===== src/rtl/cnn_accel_reg_pkg.sv =====
// Shared definitions for the CNN accelerator AHB-Lite register slave:
// register word offsets, field bit positions, AHB HTRANS/HRESP encodings,
// and the state encodings of the layer and response FSMs.
package cnn_accel_reg_pkg;

  // Word offsets (sl_HADDR[7:2])
  localparam logic [5:0] OFF_FRAME_SIZE   = 6'd0;
  localparam logic [5:0] OFF_WIDTH_HEIGHT = 6'd1;
  localparam logic [5:0] OFF_DELAY_PARAMS = 6'd2;
  localparam logic [5:0] OFF_BASE_ADDRESS = 6'd3;
  localparam logic [5:0] OFF_LAYER_CONFIG = 6'd4;
  localparam logic [5:0] OFF_LAYER_START  = 6'd5;
  localparam logic [5:0] OFF_LAYER_DONE   = 6'd6;

  // Field positions
  localparam int unsigned WH_HEIGHT_LSB  = 16;
  localparam int unsigned DLY_HSYNC_LSB  = 12;
  localparam int unsigned BA_WEIGHT_W    = 20;
  localparam int unsigned BA_PARAM_LSB   = 20;
  localparam int unsigned BA_PARAM_W     = 12;
  localparam int unsigned LC_FIRST_BIT   = 0;
  localparam int unsigned LC_LAST_BIT    = 1;
  localparam int unsigned LC_CONV3X3_BIT = 2;
  localparam int unsigned LC_INDEX_LSB   = 4;
  localparam int unsigned LC_INDEX_W     = 4;
  localparam int unsigned LC_BIAS_LSB    = 8;
  localparam int unsigned LC_BIAS_W      = 5;
  localparam int unsigned LC_ACT_LSB     = 13;
  localparam int unsigned LC_ACT_W       = 3;

  // AHB encodings
  localparam logic [1:0] HTRANS_IDLE   = 2'b00;
  localparam logic [1:0] HTRANS_BUSY   = 2'b01;
  localparam logic [1:0] HTRANS_NONSEQ = 2'b10;
  localparam logic [1:0] HTRANS_SEQ    = 2'b11;
  localparam logic [1:0] HRESP_OKAY    = 2'b00;
  localparam logic [1:0] HRESP_ERROR   = 2'b01;

  typedef enum logic [1:0] {
    LS_IDLE = 2'b00,
    LS_RUN  = 2'b01,
    LS_DONE = 2'b10
  } layer_state_t;

  typedef enum logic [1:0] {
    RSP_OKAY = 2'b00,
    RSP_ERR1 = 2'b01,
    RSP_ERR2 = 2'b10
  } rsp_state_t;

  // Offsets beyond LAYER_DONE, and any write to the read-only LAYER_DONE
  function automatic logic is_illegal(input logic [5:0] off, input logic write);
    return (off > OFF_LAYER_DONE) || (write && (off == OFF_LAYER_DONE));
  endfunction

endpackage


===== src/rtl/cnn_accel_ahb_slv.sv =====
// AHB-Lite register slave for the CNN accelerator: holds the frame and
// per-layer configuration and sequences layers through an IDLE/RUN/DONE FSM.
// Ports:
//   HCLK, HRESET                 clock, synchronous active-high reset
//   sl_H*                        AHB-Lite slave inputs (HSIZE/HBURST ignored)
//   out_sl_HREADY/HRESP/HRDATA   AHB-Lite slave response
//   i_layer_done                 engine end-of-layer pulse
//   o_layer_start                one-cycle layer start pulse
//   o_frame_size .. o_is_conv3x3 configuration outputs
module cnn_accel_ahb_slv
  import cnn_accel_reg_pkg::*;
#(
  parameter int unsigned W_ADDR  = 32,
  parameter int unsigned W_DATA  = 32,
  parameter int unsigned W_SIZE  = 12,
  parameter int unsigned W_DELAY = 12
) (
  input  logic                HCLK,
  input  logic                HRESET,
  input  logic                sl_HSEL,
  input  logic                sl_HREADY,
  input  logic [1:0]          sl_HTRANS,
  input  logic [2:0]          sl_HBURST,
  input  logic [2:0]          sl_HSIZE,
  input  logic [W_ADDR-1:0]   sl_HADDR,
  input  logic                sl_HWRITE,
  input  logic [W_DATA-1:0]   sl_HWDATA,
  output logic                out_sl_HREADY,
  output logic [1:0]          out_sl_HRESP,
  output logic [W_DATA-1:0]   out_sl_HRDATA,
  input  logic                i_layer_done,
  output logic                o_layer_start,
  output logic [2*W_SIZE:0]   o_frame_size,
  output logic [W_SIZE-1:0]   o_width,
  output logic [W_SIZE-1:0]   o_height,
  output logic [W_DELAY-1:0]  o_start_up_delay,
  output logic [W_DELAY-1:0]  o_hsync_delay,
  output logic [19:0]         o_base_addr_weight,
  output logic [11:0]         o_base_addr_param,
  output logic [2:0]          o_act_shift,
  output logic [4:0]          o_bias_shift,
  output logic [3:0]          o_layer_index,
  output logic                o_is_first_layer,
  output logic                o_is_last_layer,
  output logic                o_is_conv3x3
);

  logic         accept;
  logic [5:0]   a_off;
  logic         a_illegal;
  logic         dp_valid;
  logic         dp_write;
  logic [5:0]   dp_off;
  rsp_state_t   rsp_state;
  layer_state_t layer_state;
  logic         start_bit;
  logic         wr;
  logic         cfg_wr;
  logic         start_rise;
  logic         done_rd;
  logic         unused_sink;

  assign unused_sink = ^{sl_HSIZE, sl_HBURST, sl_HADDR, sl_HWDATA};

  assign accept    = sl_HSEL && sl_HREADY &&
                     ((sl_HTRANS == HTRANS_NONSEQ) || (sl_HTRANS == HTRANS_SEQ));
  assign a_off     = sl_HADDR[7:2];
  assign a_illegal = is_illegal(a_off, sl_HWRITE);

  // Only legal transfers ever reach the data phase as dp_valid, so an ERROR
  // transfer can never write or drive read data.
  assign wr         = dp_valid && dp_write;
  assign cfg_wr     = wr && (layer_state != LS_RUN);
  assign start_rise = wr && (dp_off == OFF_LAYER_START) && sl_HWDATA[0] &&
                      !start_bit && (layer_state != LS_RUN);
  // A done pulse coinciding with the read data phase is reported immediately.
  assign done_rd    = (layer_state == LS_DONE) ||
                      ((layer_state == LS_RUN) && i_layer_done);

  // Address-phase capture and response sequencing
  always_ff @(posedge HCLK) begin
    if (HRESET) begin
      dp_valid      <= 1'b0;
      dp_write      <= 1'b0;
      dp_off        <= '0;
      rsp_state     <= RSP_OKAY;
      out_sl_HREADY <= 1'b1;
      out_sl_HRESP  <= HRESP_OKAY;
    end else begin
      dp_valid <= accept && !a_illegal;
      dp_write <= sl_HWRITE;
      dp_off   <= a_off;
      if (rsp_state == RSP_ERR1) begin
        rsp_state     <= RSP_ERR2;
        out_sl_HREADY <= 1'b1;
        out_sl_HRESP  <= HRESP_ERROR;
      end else if (accept && a_illegal) begin
        rsp_state     <= RSP_ERR1;
        out_sl_HREADY <= 1'b0;
        out_sl_HRESP  <= HRESP_ERROR;
      end else begin
        rsp_state     <= RSP_OKAY;
        out_sl_HREADY <= 1'b1;
        out_sl_HRESP  <= HRESP_OKAY;
      end
    end
  end

  // Register file and layer FSM
  always_ff @(posedge HCLK) begin
    if (HRESET) begin
      o_frame_size       <= '0;
      o_width            <= '0;
      o_height           <= '0;
      o_start_up_delay   <= '0;
      o_hsync_delay      <= '0;
      o_base_addr_weight <= '0;
      o_base_addr_param  <= '0;
      o_act_shift        <= '0;
      o_bias_shift       <= '0;
      o_layer_index      <= '0;
      o_is_first_layer   <= 1'b0;
      o_is_last_layer    <= 1'b0;
      o_is_conv3x3       <= 1'b0;
      start_bit          <= 1'b0;
      o_layer_start      <= 1'b0;
      layer_state        <= LS_IDLE;
    end else begin
      o_layer_start <= start_rise;
      if (cfg_wr) begin
        case (dp_off)
          OFF_FRAME_SIZE: o_frame_size <= sl_HWDATA[2*W_SIZE:0];
          OFF_WIDTH_HEIGHT: begin
            o_width  <= sl_HWDATA[W_SIZE-1:0];
            o_height <= sl_HWDATA[WH_HEIGHT_LSB +: W_SIZE];
          end
          OFF_DELAY_PARAMS: begin
            o_start_up_delay <= sl_HWDATA[W_DELAY-1:0];
            o_hsync_delay    <= sl_HWDATA[DLY_HSYNC_LSB +: W_DELAY];
          end
          OFF_BASE_ADDRESS: begin
            o_base_addr_weight <= sl_HWDATA[BA_WEIGHT_W-1:0];
            o_base_addr_param  <= sl_HWDATA[BA_PARAM_LSB +: BA_PARAM_W];
          end
          OFF_LAYER_CONFIG: begin
            o_is_first_layer <= sl_HWDATA[LC_FIRST_BIT];
            o_is_last_layer  <= sl_HWDATA[LC_LAST_BIT];
            o_is_conv3x3     <= sl_HWDATA[LC_CONV3X3_BIT];
            o_layer_index    <= sl_HWDATA[LC_INDEX_LSB +: LC_INDEX_W];
            o_bias_shift     <= sl_HWDATA[LC_BIAS_LSB +: LC_BIAS_W];
            o_act_shift      <= sl_HWDATA[LC_ACT_LSB +: LC_ACT_W];
          end
          default: ;
        endcase
      end
      if (wr && (dp_off == OFF_LAYER_START)) start_bit <= sl_HWDATA[0];
      case (layer_state)
        LS_IDLE, LS_DONE: if (start_rise) layer_state <= LS_RUN;
        LS_RUN:           if (i_layer_done) layer_state <= LS_DONE;
        default:          layer_state <= LS_IDLE;
      endcase
    end
  end

  // Read data, valid only in a legal read data phase
  always_comb begin
    out_sl_HRDATA = '0;
    if (dp_valid && !dp_write) begin
      case (dp_off)
        OFF_FRAME_SIZE: out_sl_HRDATA[2*W_SIZE:0] = o_frame_size;
        OFF_WIDTH_HEIGHT: begin
          out_sl_HRDATA[W_SIZE-1:0]              = o_width;
          out_sl_HRDATA[WH_HEIGHT_LSB +: W_SIZE] = o_height;
        end
        OFF_DELAY_PARAMS: begin
          out_sl_HRDATA[W_DELAY-1:0]              = o_start_up_delay;
          out_sl_HRDATA[DLY_HSYNC_LSB +: W_DELAY] = o_hsync_delay;
        end
        OFF_BASE_ADDRESS: begin
          out_sl_HRDATA[BA_WEIGHT_W-1:0]          = o_base_addr_weight;
          out_sl_HRDATA[BA_PARAM_LSB +: BA_PARAM_W] = o_base_addr_param;
        end
        OFF_LAYER_CONFIG: begin
          out_sl_HRDATA[LC_FIRST_BIT]              = o_is_first_layer;
          out_sl_HRDATA[LC_LAST_BIT]               = o_is_last_layer;
          out_sl_HRDATA[LC_CONV3X3_BIT]            = o_is_conv3x3;
          out_sl_HRDATA[LC_INDEX_LSB +: LC_INDEX_W] = o_layer_index;
          out_sl_HRDATA[LC_BIAS_LSB +: LC_BIAS_W]   = o_bias_shift;
          out_sl_HRDATA[LC_ACT_LSB +: LC_ACT_W]     = o_act_shift;
        end
        OFF_LAYER_START: out_sl_HRDATA[0] = start_bit;
        OFF_LAYER_DONE:  out_sl_HRDATA[0] = done_rd;
        default: ;
      endcase
    end
  end

endmodule


===== config.mk =====
export PLATFORM = sky130hd
export DESIGN_NAME = cnn_accel_ahb_slv
export DESIGN_NICKNAME = d
export VERILOG_FILES = /design/src/rtl/cnn_accel_reg_pkg.sv /design/src/rtl/cnn_accel_ahb_slv.sv
export SDC_FILE = /design/constraint.sdc
export NUM_CORES = 1
export LEC_CHECK = 0
export ABC_AREA = 0
export BUFFER_PORTS_ARGS = -buffer_cell sky130_fd_sc_hd__buf_4
export CAP_MARGIN = 30
export CORE_ASPECT_RATIO = 0.8
export CORE_MARGIN = 1.5
export CORE_UTILIZATION = 48
export DETAILED_ROUTE_END_ITERATION = 10
export GPL_TIMING_DRIVEN = 0
export PLACE_DENSITY_LB_ADDON = 0.12
export REMOVE_ABC_BUFFERS = 1
export SLEW_MARGIN = 20
export SYNTH_ARGS = -nofsm -noshare
export SYNTH_HDL_FRONTEND = slang
export SYNTH_SLANG_ARGS = --single-unit

===== constraint.sdc =====
create_clock -name HCLK -period 2.3 [get_ports HCLK]
set_clock_uncertainty 0.1 [all_clocks]
set_input_delay 0.115 -clock HCLK [delete_from_list [all_inputs] [get_ports HCLK]]
set_output_delay 0.115 -clock HCLK [all_outputs]
set_load 0.02 [all_outputs]

==> results.py, run 1 <==
metrics = {
    "status": {
        "status": "finished, violations left",
        "violations": "design-rule violations, negative setup slack",
    },
    "route": {
        "vias": 6744,
        "drt_iter0_drc": 777,
        "drc": 12,
        "via_per_inst": 5.86,
        "detail-route-antenna-nets": 0,
        "wl_per_cell_um": 19.9,
        "drt_pass1_iterations": 11,
        "routed_wirelength_um": 22900,
    },
    "final_layout": {
        "fillCellCount": 720,
        "multi_input_area_sq_mm": 0.00305,
        "seq_area_sq_mm": 0.00274,
        "syn_to_final_growth_pct": 60.8,
        "final_cell_mix": "buf_4, nand2_1, dfxtp_1, a21oi_1, dlygate4sd3_1",
        "utilization_pct": 80.0,
        "final_common_cell": "buf_4",
        "drive_above_1_share_pct": 38.1,
        "final_cells": 1151,
        "final_nets": 1068,
        "antennaDiodeCount": 0,
    },
    "synthesis": {
        "synth-compound-area-share_pct": 19.3,
        "synthAdderAreaFrac_pct": 0,
        "synth_cell_type_count": 38,
        "yosysWarnings": 0,
        "synth-edff-count": 0,
        "synth_top_area_cell": "dfxtp_1",
        "synth_cells": 711,
        "async_reset_ff_share_pct": 0,
        "synth_area_sq_mm": 0.00580,
        "synthSimpleGateAreaFrac_pct": 23.3,
        "yosysTopAreaCellShare_pct": 47.0,
        "synth_mux_area_share_pct": 5.22,
        "synth_top_family_by_area": "simple AND/OR/NAND/NOR gates",
        "syn_area_per_cell_sq_um": 8.15,
        "synth_xor_area_share_pct": 0,
        "ys_seq_area_share_pct": 47.0,
        "synthFlopType": "dfxtp_1",
        "ys_ff_latch": 136,
        "synth.area.top_cells": "dfxtp_1, nand2_1, a21oi_1",
    },
    "clock_tree": {
        "h-tree-depth": 4,
        "worst_skew_pair.late_latency_ns": 0.41,
        "cts_buffer_depth": 2,
        "clkSinkCount": 136,
        "cts_root_buf": "clkbuf_16",
        "path_clk_slew_ns": 0.06,
        "cts_tree": "built",
        "cts_buffers": 17,
    },
    "timing": {
        "fin_crit_sh_pct": 108,
        "timing.slew.headroom_pct": 50.0,
        "max_freq_ghz": 0.404,
        "holdWs_ns": 0.00241,
        "finalMaxSlewViolations": 0,
        "hold_violations": 0,
        "fin_crit_ns": 2.47,
        "setup_viol": 38,
        "rsz0062_at_grt": "yes",
        "setup_slack_ns": -0.174,
        "worst_pin_slew_ns": 0.749,
    },
    "setup_path": {
        "setup.worst_path.start": "dp_off[2]",
        "arrival_ns": 2.26,
        "cp_max_fo": 11,
        "reg2reg_to": "o_is_conv3x3",
        "rr_worst_depth": 7,
        "critPathCaptureType": "output pin",
        "r2r_slack_ns": -0.08,
        "start_kind": "flip-flop",
        "required_ns": 2.09,
        "criticalPathCategory": "reg2out",
        "r2r-start": "dp_off[4]",
    },
    "placement": {
        "globalplace.congestion": 0.807,
        "dp_slack_ns": -0.568,
        "dp.cells": 1029,
        "io_buffers": 199,
        "hpwl_um": 13300,
    },
    "pwr": {
        "power_density_mw_per_mm2": 625,
        "irDropWorstVdd_v": 0.000577,
        "leakagePower_uw": 0.00358,
    },
    "grt": {
        "globalRouteOverflowTotal": 0,
        "grt_max_degree": 135,
        "antenna_found_initial": 0,
        "grt.total_usage_pct": 33.1,
        "grt_pass1_vias": 6189,
        "grt_pass1_wl_um": 32900,
    },
    "worst_hold_path": {
        "hold_start": "HRESET",
        "min_to": "o_base_addr_param[5]",
        "min_path_type": "in2reg",
        "holdPathStages": 2,
    },
    "die": {
        "num_io_pins": 234,
        "coreArea_sq_mm": 0.0116,
        "row_count": 35,
        "die_y_um": 101,
        "die_area_sq_mm": 0.0127,
        "start_util_pct": 49.8,
        "dieWidth_um": 126,
    },
    "job": {
        "maxCapViolations": 0,
    },
}
## state kept, by name (all words and copies together), names as in the netlist, 2 cells and up
register and cells:
dp_off 6, o_base_addr_weight 20, o_hsync_delay 12, o_base_addr_param 12
o_height 12, layer_state 2, o_frame_size 25, o_act_shift 3
o_start_up_delay 12, o_width 12, o_bias_shift 5, o_layer_index 4
rsp_state 2
## logic make-up after synthesis
group           Yosys count
simple gates            303
compound gates          189
flops                   136
buf+inv                  53
mux                      29
other cells               1
## metrics by stage
step / power (uW) / area (sq um) / TNS (ns)
2_1_floorplan: 2490 / 5500 / -86.24
3_3_place_gp: 2640 / 7180 / -382.84
3_5_place_dp: 2650 / 7450 / -41.79
4_1_cts: 5780 / 9060 / -1.50
5_1_grt: 5930 / 9320 / -5.60
6_report: 5820 / 9320 / -3.55
## critical path: stages (launching register included)
cell     delay [ns]
dfxtp_4        0.36
or4_4          0.64
nor2_4         0.20
buf_12         0.17
a22oi_1        0.11
a21oi_1        0.19
buf_4          0.18
## power by group
| part | switching, uW | leakage (uW) | internal (uW) | total (uW) |
|---|---|---|---|---|
| Sequential | 25.7 | 0.00110 | 2360 | 2390 |
| Combinational | 196 | 0.00216 | 185 | 381 |
| Clock | 1040 | 0.000320 | 2010 | 3050 |
| Total | 1260 | 0.00358 | 4560 | 5820 |
## timing repair
item,CTS,global route
pin swaps,47,18
setup endpoints to repair,140,50
gates cloned,3,0
hold buffers,42,0
gates resized for setup,54,34
endpoints found under the hold margin,131,0
buffers inserted,32,13
## synth_stat cells, types with 3 or more instances
master and n:
and3_1 5, a22o_1 10, buf_2 6, mux2_2 10, nor2b_1 12, dfxtp_1 136
nand2b_1 6, mux2i_1 19, a22oi_1 40, a21oi_2 3, nand2_1 225, and2_1 3
clkbuf_1 31, nor4_4 5, nor2_1 30, nand4_1 4, a21oi_1 129, buf_6 12
## worst max path at each step
stage,end,slack (ns)
floorplan,o_base_addr_param[0],-0.88
global placement,o_base_addr_param[6],-3.43
detailed placement,o_base_addr_param[3],-0.57
CTS,out_sl_HRDATA[23],-0.11
global route,out_sl_HRDATA[4],-0.24
finish,out_sl_HRDATA[4],-0.17
## per-layer routing
layer	vias up	track usage, %	routed length, um
li1	2989	-	-
met1	3225	42.0	8920
met2	455	55.0	11000
met3	75	5.55	2240
met4	0	17.5	739
met5	-	0	0
## area by class of cell
cell class,count,share of cell area [%]
clock buffer,21,5.05
clock inverter,11,2.07
inverter,2,0.0806
multi-input combinational,524,32.8
sequential,136,29.4
tap,148,1.99
timing repair buffer,309,28.6
No activity file was read; power rests on OpenSTA's default activity.
==> inputs of run 2 (changes only) <==
--- a/config.mk
+++ b/config.mk
@@ -5,12 +5,12 @@
 export SDC_FILE = /design/constraint.sdc
 export NUM_CORES = 1
 export LEC_CHECK = 0
-export ABC_AREA = 0
+export ABC_AREA = 1
 export BUFFER_PORTS_ARGS = -buffer_cell sky130_fd_sc_hd__buf_4
 export CAP_MARGIN = 30
 export CORE_ASPECT_RATIO = 0.8
 export CORE_MARGIN = 1.5
-export CORE_UTILIZATION = 48
+export CORE_UTILIZATION = 49
 export DETAILED_ROUTE_END_ITERATION = 10
 export GPL_TIMING_DRIVEN = 0
 export PLACE_DENSITY_LB_ADDON = 0.12
==> constraint.sdc (replaced) <==
create_clock -name HCLK -period 2.6 [get_ports HCLK]
set_clock_uncertainty 0.1 [all_clocks]
set_input_delay 0.13 -clock HCLK [delete_from_list [all_inputs] [get_ports HCLK]]
set_output_delay 0.13 -clock HCLK [all_outputs]
set_load 0.02 [all_outputs]
==> run 2 against run 1 <==
Effect of this change: critical path type unchanged; non-clock buffer count fell by 58; the run now ends clean; core utilization fell by 6.5 points; power fell by 11%; global-route usage fell by 2.3 points; combinational power fell by 24%; die area rose by 1.1%.
==> results.py, run 2 <==
metrics = {
    "setup_path": {
        "start_kind": "flip-flop",
        "arrival_ns": 2.26,
        "reg2reg_to": "o_hsync_delay[6]",
        "rr_worst_depth": 7,
        "r2r_slack_ns": 0.15,
        "cp_top_family": "buffers and inverters",
        "path_cells": "inv_1, nor2_1, buf_6, inv_1, a21oi_1, buf_4",
        "cp_max_fo": 14,
        "crit_end": "out_sl_HRDATA[0]",
        "cp_slowest_cell": "nor2_1",
        "critical_path.most_common_cell": "inv_1",
        "setup.worst_path.start": "dp_valid",
        "criticalPathCategory": "reg2out",
        "r2r-start": "dp_off[5]",
        "critPathBufInv": 4,
        "cp_num_cells": 6,
        "critPathCaptureType": "output pin",
        "critical-path-max-stage-delay_ns": 0.43,
        "required_ns": 2.37,
    },
    "timing": {
        "max_freq_ghz": 0.401,
        "holdWs_ns": 0.00492,
        "finalMaxSlewViolations": 0,
        "rsz0062_at_grt": "no",
        "worst_pin_slew_ns": 0.756,
        "fin_crit_sh_pct": 95.9,
        "setup_viol": 0,
        "timing.slew.headroom_pct": 49.6,
        "fin_crit_ns": 2.49,
        "hold_violations": 0,
    },
    "synthesis": {
        "async_reset_ff_share_pct": 0,
        "synth.area.top_cells": "dfxtp_1, nor2_1, nand2_1",
        "synth_common_cells": "nor2_1, nand2_1, dfxtp_1, o21ai_0, o21ai_1",
        "synth_cell_type_count": 30,
        "synth_area_sq_mm": 0.00598,
        "ys_ff_latch": 136,
        "ys_seq_area_share_pct": 45.5,
        "synth_cells": 845,
        "yosysMostFrequentCell": "nor2_1",
        "yosysWarnings": 0,
        "synthFlopType": "dfxtp_1",
        "synth-edff-count": 0,
        "yosysTopAreaCellShare_pct": 45.5,
        "syn_area_per_cell_sq_um": 7.08,
        "synth_top_area_cell": "dfxtp_1",
    },
    "pwr": {
        "switchingPower_uw": 1080,
        "power_density_mw_per_mm2": 602,
        "finalPower_uw": 5170,
        "p_sw_share_pct": 20.8,
        "leakagePower_uw": 0.00395,
        "p_int_uw": 4100,
        "irDropWorstVdd_v": 0.000426,
        "p_clk_share_pct": 53.8,
        "combPwrFrac_pct": 5.6,
        "seq_power_share_pct": 40.6,
    },
    "grt": {
        "antenna_found_initial": 1,
        "grt_pass1_vias": 5945,
        "grt.total_usage_pct": 30.8,
        "grt_max_degree": 90,
        "grt_pass1_wl_um": 31000,
        "globalRouteOverflowTotal": 0,
    },
    "route": {
        "wl_per_cell_um": 16.1,
        "vias": 6321,
        "drt_pass1_iterations": 5,
        "detail-route-antenna-nets": 0,
        "drt_iter0_drc": 502,
        "routed_wirelength_um": 19800,
        "via_per_inst": 5.14,
        "drc": 0,
    },
    "die": {
        "coreArea_sq_mm": 0.0117,
        "die_area_sq_mm": 0.0129,
        "num_io_pins": 234,
        "row_count": 35,
        "die_y_um": 102,
        "start_util_pct": 51.2,
        "dieWidth_um": 127,
    },
    "final_layout": {
        "largest_register_ffs": 25,
        "largest_registers": "o_frame_size x25, o_base_addr_weight x20",
        "regMostFlops": "o_frame_size",
        "final_common_cell": "nor2_1",
        "final_cell_mix": "nor2_1, buf_4, nand2_1, dfxtp_1, o21ai_0",
        "syn_to_final_growth_pct": 43.6,
        "final_nets": 1147,
        "drive_above_1_share_pct": 25.6,
    },
    "clock_tree": {
        "cts_root_buf": "clkbuf_16",
        "cts_tree": "built",
        "post_cts_buffers": 0,
        "cts_buffer_depth": 2,
        "h-tree-depth": 4,
        "cts_buffers": 17,
        "path_clk_slew_ns": 0.06,
        "worst_skew_pair.late_latency_ns": 0.41,
        "clkSinkCount": 136,
    },
    "placement": {
        "globalplace.congestion": 0.794,
        "hpwl_um": 11400,
        "io_buffers": 199,
    },
    "worst_hold_path": {
        "min_path_type": "in2reg",
        "holdPathStages": 4,
    },
    "job": {
        "maxCapViolations": 0,
    },
    "status": {
        "status": "completed",
    },
}
[run 2: how the worst min path moves through the flow]
| stage | startpoint | slack [ns] | end |
|---|---|---|---|
| floorplan | HRESET | 0.1 | layer_state[0] |
| global placement | sl_HADDR[2] | 0.25 | dp_off[0] |
| detailed placement | sl_HADDR[3] | 0.25 | dp_off[1] |
| CTS | sl_HREADY | 0.01 | out_sl_HREADY |
| global route | sl_HREADY | 0.08 | out_sl_HREADY |
| finish | sl_HREADY | 0.005 | out_sl_HREADY |
[run 2: layer usage]
layer	global-route usage, %	up-vias	wire (um)
met1	41.2	2900	8770
met3	5.65	23	1550
met4	8.93	0	244
met5	0	-	0
met2	51.7	273	9200
li1	-	3125	-
[run 2: cell families after synthesis]
| group | after synthesis | synth area share, % |
|---|---|---|
| AOI/OAI and AO/OA | 132 | 11.1 |
| buffers and inverters | 79 | 7.19 |
| DFF | 136 | 45.5 |
| other | 1 | 0.0627 |
| and+or+nand+nor | 497 | 36.1 |
[run 2: tightest hold or removal path, cell delays in order]
cell     delay (ns)
buf_4          0.11
nand4_1        0.09
inv_1          0.06
nand3_1        0.09
[run 2: power by group through the flow]
| stage | Combinational, uW | Clock [uW] | Sequential [uW] |
|---|---|---|---|
| after detailed placement | 225 | 0 | 2140 |
| after CTS | 286 | 2790 | 2100 |
| after global placement | 225 | 0 | 2140 |
| final | 291 | 2780 | 2100 |
| after global routing | 315 | 2870 | 2100 |
| after floorplan | 108 | 0 | 2150 |
[run 2: metrics by stage]
stage | instance area, sq um | setup TNS [ns] | instances | util (%) | worst slack, ns
after CTS | 8590 | 0 | 1229 | 73.4 | 0.0807
after global routing | 8590 | 0 | 1230 | 73.5 | 0.0139
final | 8590 | 0 | 1230 | 73.5 | 0.105
after detailed placement | 7400 | 0 | 1148 | 63.3 | 0.102
after global placement | 7360 | -67.53 | 1146 | 63.0 | -0.796
after floorplan | 5680 | 0 | 799 | - | 0.530
[run 2: repair_timing]
item                                    CTS  global route
hold endpoints to repair                134             0
endpoints found under the setup margin    0            20
hold buffers                             50             0
gates resized for setup                   0             1
[run 2: area by class of cell]
| type | instances | area (sq um) |
|---|---|---|
| Clock inverter | 11 | 218 |
| Clock buffer | 20 | 467 |
| Timing Repair Buffer | 251 | 2030 |
| Sequential cell | 136 | 2720 |
| Multi-Input combinational cell | 630 | 2830 |
| Antenna cell | 1 | 2.50 |
| Tap cell | 148 | 185 |
| Inverter | 33 | 134 |
| Fill cell | 938 | 3100 |
==> inputs of run 3 (changes only) <==
--- a/config.mk
+++ b/config.mk
@@ -5,12 +5,12 @@
 export SDC_FILE = /design/constraint.sdc
 export NUM_CORES = 1
 export LEC_CHECK = 0
-export ABC_AREA = 1
+export ABC_AREA = 0
 export BUFFER_PORTS_ARGS = -buffer_cell sky130_fd_sc_hd__buf_4
 export CAP_MARGIN = 30
 export CORE_ASPECT_RATIO = 0.8
 export CORE_MARGIN = 1.5
-export CORE_UTILIZATION = 49
+export CORE_UTILIZATION = 48
 export DETAILED_ROUTE_END_ITERATION = 10
 export GPL_TIMING_DRIVEN = 0
 export PLACE_DENSITY_LB_ADDON = 0.12
==> run 3 against run 2 <==
Effect of this change: the flow now finishes with violations (design-rule violations, negative setup slack); power down 1.8%; worst hold slack better by 0.11 ns; combinational power down 3%; routed wire length up 4.2%; sequential power about the same; sequential share of layout area down 0.65 points; register-to-register slack worse by 0.05 ns; maximum frequency down 5.3%; first-iteration DRC count up 25%; cell count down 8.9%.
==> results.py, run 3 (synthesis results as in run 1) <==
metrics = {
    "die": {
        "coreArea_sq_mm": 0.0116,
        "start_util_pct": 49.8,
        "row_count": 35,
        "die_y_um": 101,
        "num_io_pins": 234,
        "dieWidth_um": 126,
        "die_area_sq_mm": 0.0127,
    },
    "setup_path": {
        "cp_slowest_cell": "or4_4",
        "critical-path-max-stage-delay_ns": 0.72,
        "start_kind": "flip-flop",
        "arrival_ns": 2.41,
        "path_cells": "or4_4, nor2_4, buf_12, a22oi_1, a21oi_1, buf_4",
        "required_ns": 2.37,
        "critPathCaptureType": "output pin",
        "cp_max_fo": 13,
        "criticalPathCategory": "reg2out",
    },
    "clock_tree": {
        "h-tree-depth": 4,
        "cts_root_buf": "clkbuf_16",
        "worst_skew_pair.late_latency_ns": 0.41,
        "cts_buffer_depth": 2,
        "cts_buffers": 17,
        "cts_tree": "built",
        "path_clk_slew_ns": 0.05,
        "clkSinkCount": 136,
    },
    "grt": {
        "antenna_found_initial": 0,
        "grt_max_degree": 135,
        "grt_pass1_vias": 5905,
        "grt_pass1_wl_um": 30900,
        "grt.total_usage_pct": 31.0,
        "globalRouteOverflowTotal": 0,
    },
    "placement": {
        "dp_slack_ns": -0.268,
        "hpwl_um": 13300,
        "globalplace.congestion": 0.807,
        "dp.cells": 1029,
        "io_buffers": 199,
    },
    "pwr": {
        "power_density_mw_per_mm2": 578,
        "leakagePower_uw": 0.00340,
        "irDropWorstVdd_v": 0.000522,
        "finalPower_uw": 5080,
    },
    "final_layout": {
        "largest_registers": "o_frame_size x25, o_base_addr_weight x20",
        "final_cell_mix": "nand2_1, buf_4, dfxtp_1, a21oi_1, dlygate4sd3_1",
        "final_common_cell": "nand2_1",
        "drive_above_1_share_pct": 31.0,
        "final_cells": 1121,
        "antennaDiodeCount": 0,
        "regMostFlops": "o_frame_size",
        "syn_to_final_growth_pct": 51.8,
        "largest_register_ffs": 25,
        "final_nets": 1038,
    },
    "timing": {
        "worst_pin_slew_ns": 0.650,
        "fin_crit_sh_pct": 101,
        "timing.slew.headroom_pct": 56.3,
        "fin_crit_ns": 2.64,
        "hold_violations": 0,
        "setup_viol": 1,
        "max_freq_ghz": 0.379,
        "setup_slack_ns": -0.0351,
        "finalMaxSlewViolations": 0,
    },
    "worst_hold_path": {
        "min_path_type": "in2reg",
    },
    "route": {
        "wl_per_cell_um": 18.4,
        "routed_wirelength_um": 20600,
        "detail-route-antenna-nets": 0,
        "drt_pass1_iterations": 9,
        "drc": 13,
        "via_per_inst": 5.64,
        "vias": 6324,
        "drt_iter0_drc": 626,
    },
    "job": {
        "maxCapViolations": 0,
    },
    "status": {
        "status": "finished, violations left",
        "violations": "design-rule violations, negative setup slack",
    },
}
[run 3: cell count changes in the layout (fill, tap and decap cells not counted), sizes merged, moves of 36 or more]
cell	previous run	this run
a21oi	7	132
a22oi	0	40
buf	201	237
nand2	159	225
nor2	296	32
o21ai	122	1
[run 3: worst paths after layout]
kind | startpoint | to | slack, ns | cells past startpoint
hold / removal | sl_HREADY | rsp_state[0] | 0.12 | 4
setup / recovery | dp_off[3] | out_sl_HRDATA[4] | -0.04 | 6
hold reg to reg | o_frame_size[4] | o_frame_size[4] | 0.37 | 2
setup reg to reg | dp_off[3] | o_base_addr_param[10] | 0.10 | 5
[run 3: power breakdown]
| part | switching [uW] | internal [uW] | total [uW] |
|---|---|---|---|
| sequential | 19.7 | 2090 | 2110 |
| clock | 907 | 1780 | 2690 |
| combinational | 151 | 133 | 283 |
| total | 1080 | 4000 | 5080 |
[run 3: worst max-delay path: cells and delay by family (launching register included)]
kind | cells | cell delay (ns)
DFF | 1 | 0.34
and+or+nand+nor | 2 | 0.90
buffers and inverters | 2 | 0.36
AOI/OAI and AO/OA | 2 | 0.39
[run 3: final cells by class]
type                            count  area (sq um)
Fill cell                         810          2850
Multi-Input combinational cell    523          2840
Sequential cell                   136          2730
Timing Repair Buffer              280          2370
Clock buffer                       21           470
Clock inverter                     11           193
Tap cell                          148           185
Inverter                            2          7.51
[run 3: layer usage]
metal  up-vias  wire, um  GRT usage [%]
met5         -         0              0
met4         0       453           13.7
met3        38      1760           5.92
met2       343      9980           53.4
met1      3015      8390           38.3
li1       2928         -              -
[run 3: metrics by stage]
step / TNS (ns) / hold slack, ns / utilization [%] / instance area [sq um]
finish: -0.0351 / 0.115 / 75.5 / 8800
global route: -0.0846 / 0.145 / 75.5 / 8800
CTS: 0 / 0.0850 / 74.6 / 8690
detailed placement: -10.61 / 0.258 / 63.9 / 7450
global placement: -338.57 / 0.258 / 61.7 / 7180
floorplan: -49.06 / 0.0924 / - / 5500
[run 3: timing repair]
| item | 4_1_cts | 5_1_grt |
|---|---|---|
| endpoints found under the hold margin | 131 | 20 |
| gates cloned | 1 | 0 |
| setup buffers | 10 | 5 |
| pin swaps | 4 | 4 |
| resized for setup | 10 | 2 |
| endpoints found under the setup margin | 86 | 54 |
| hold buffers | 42 | 1 |
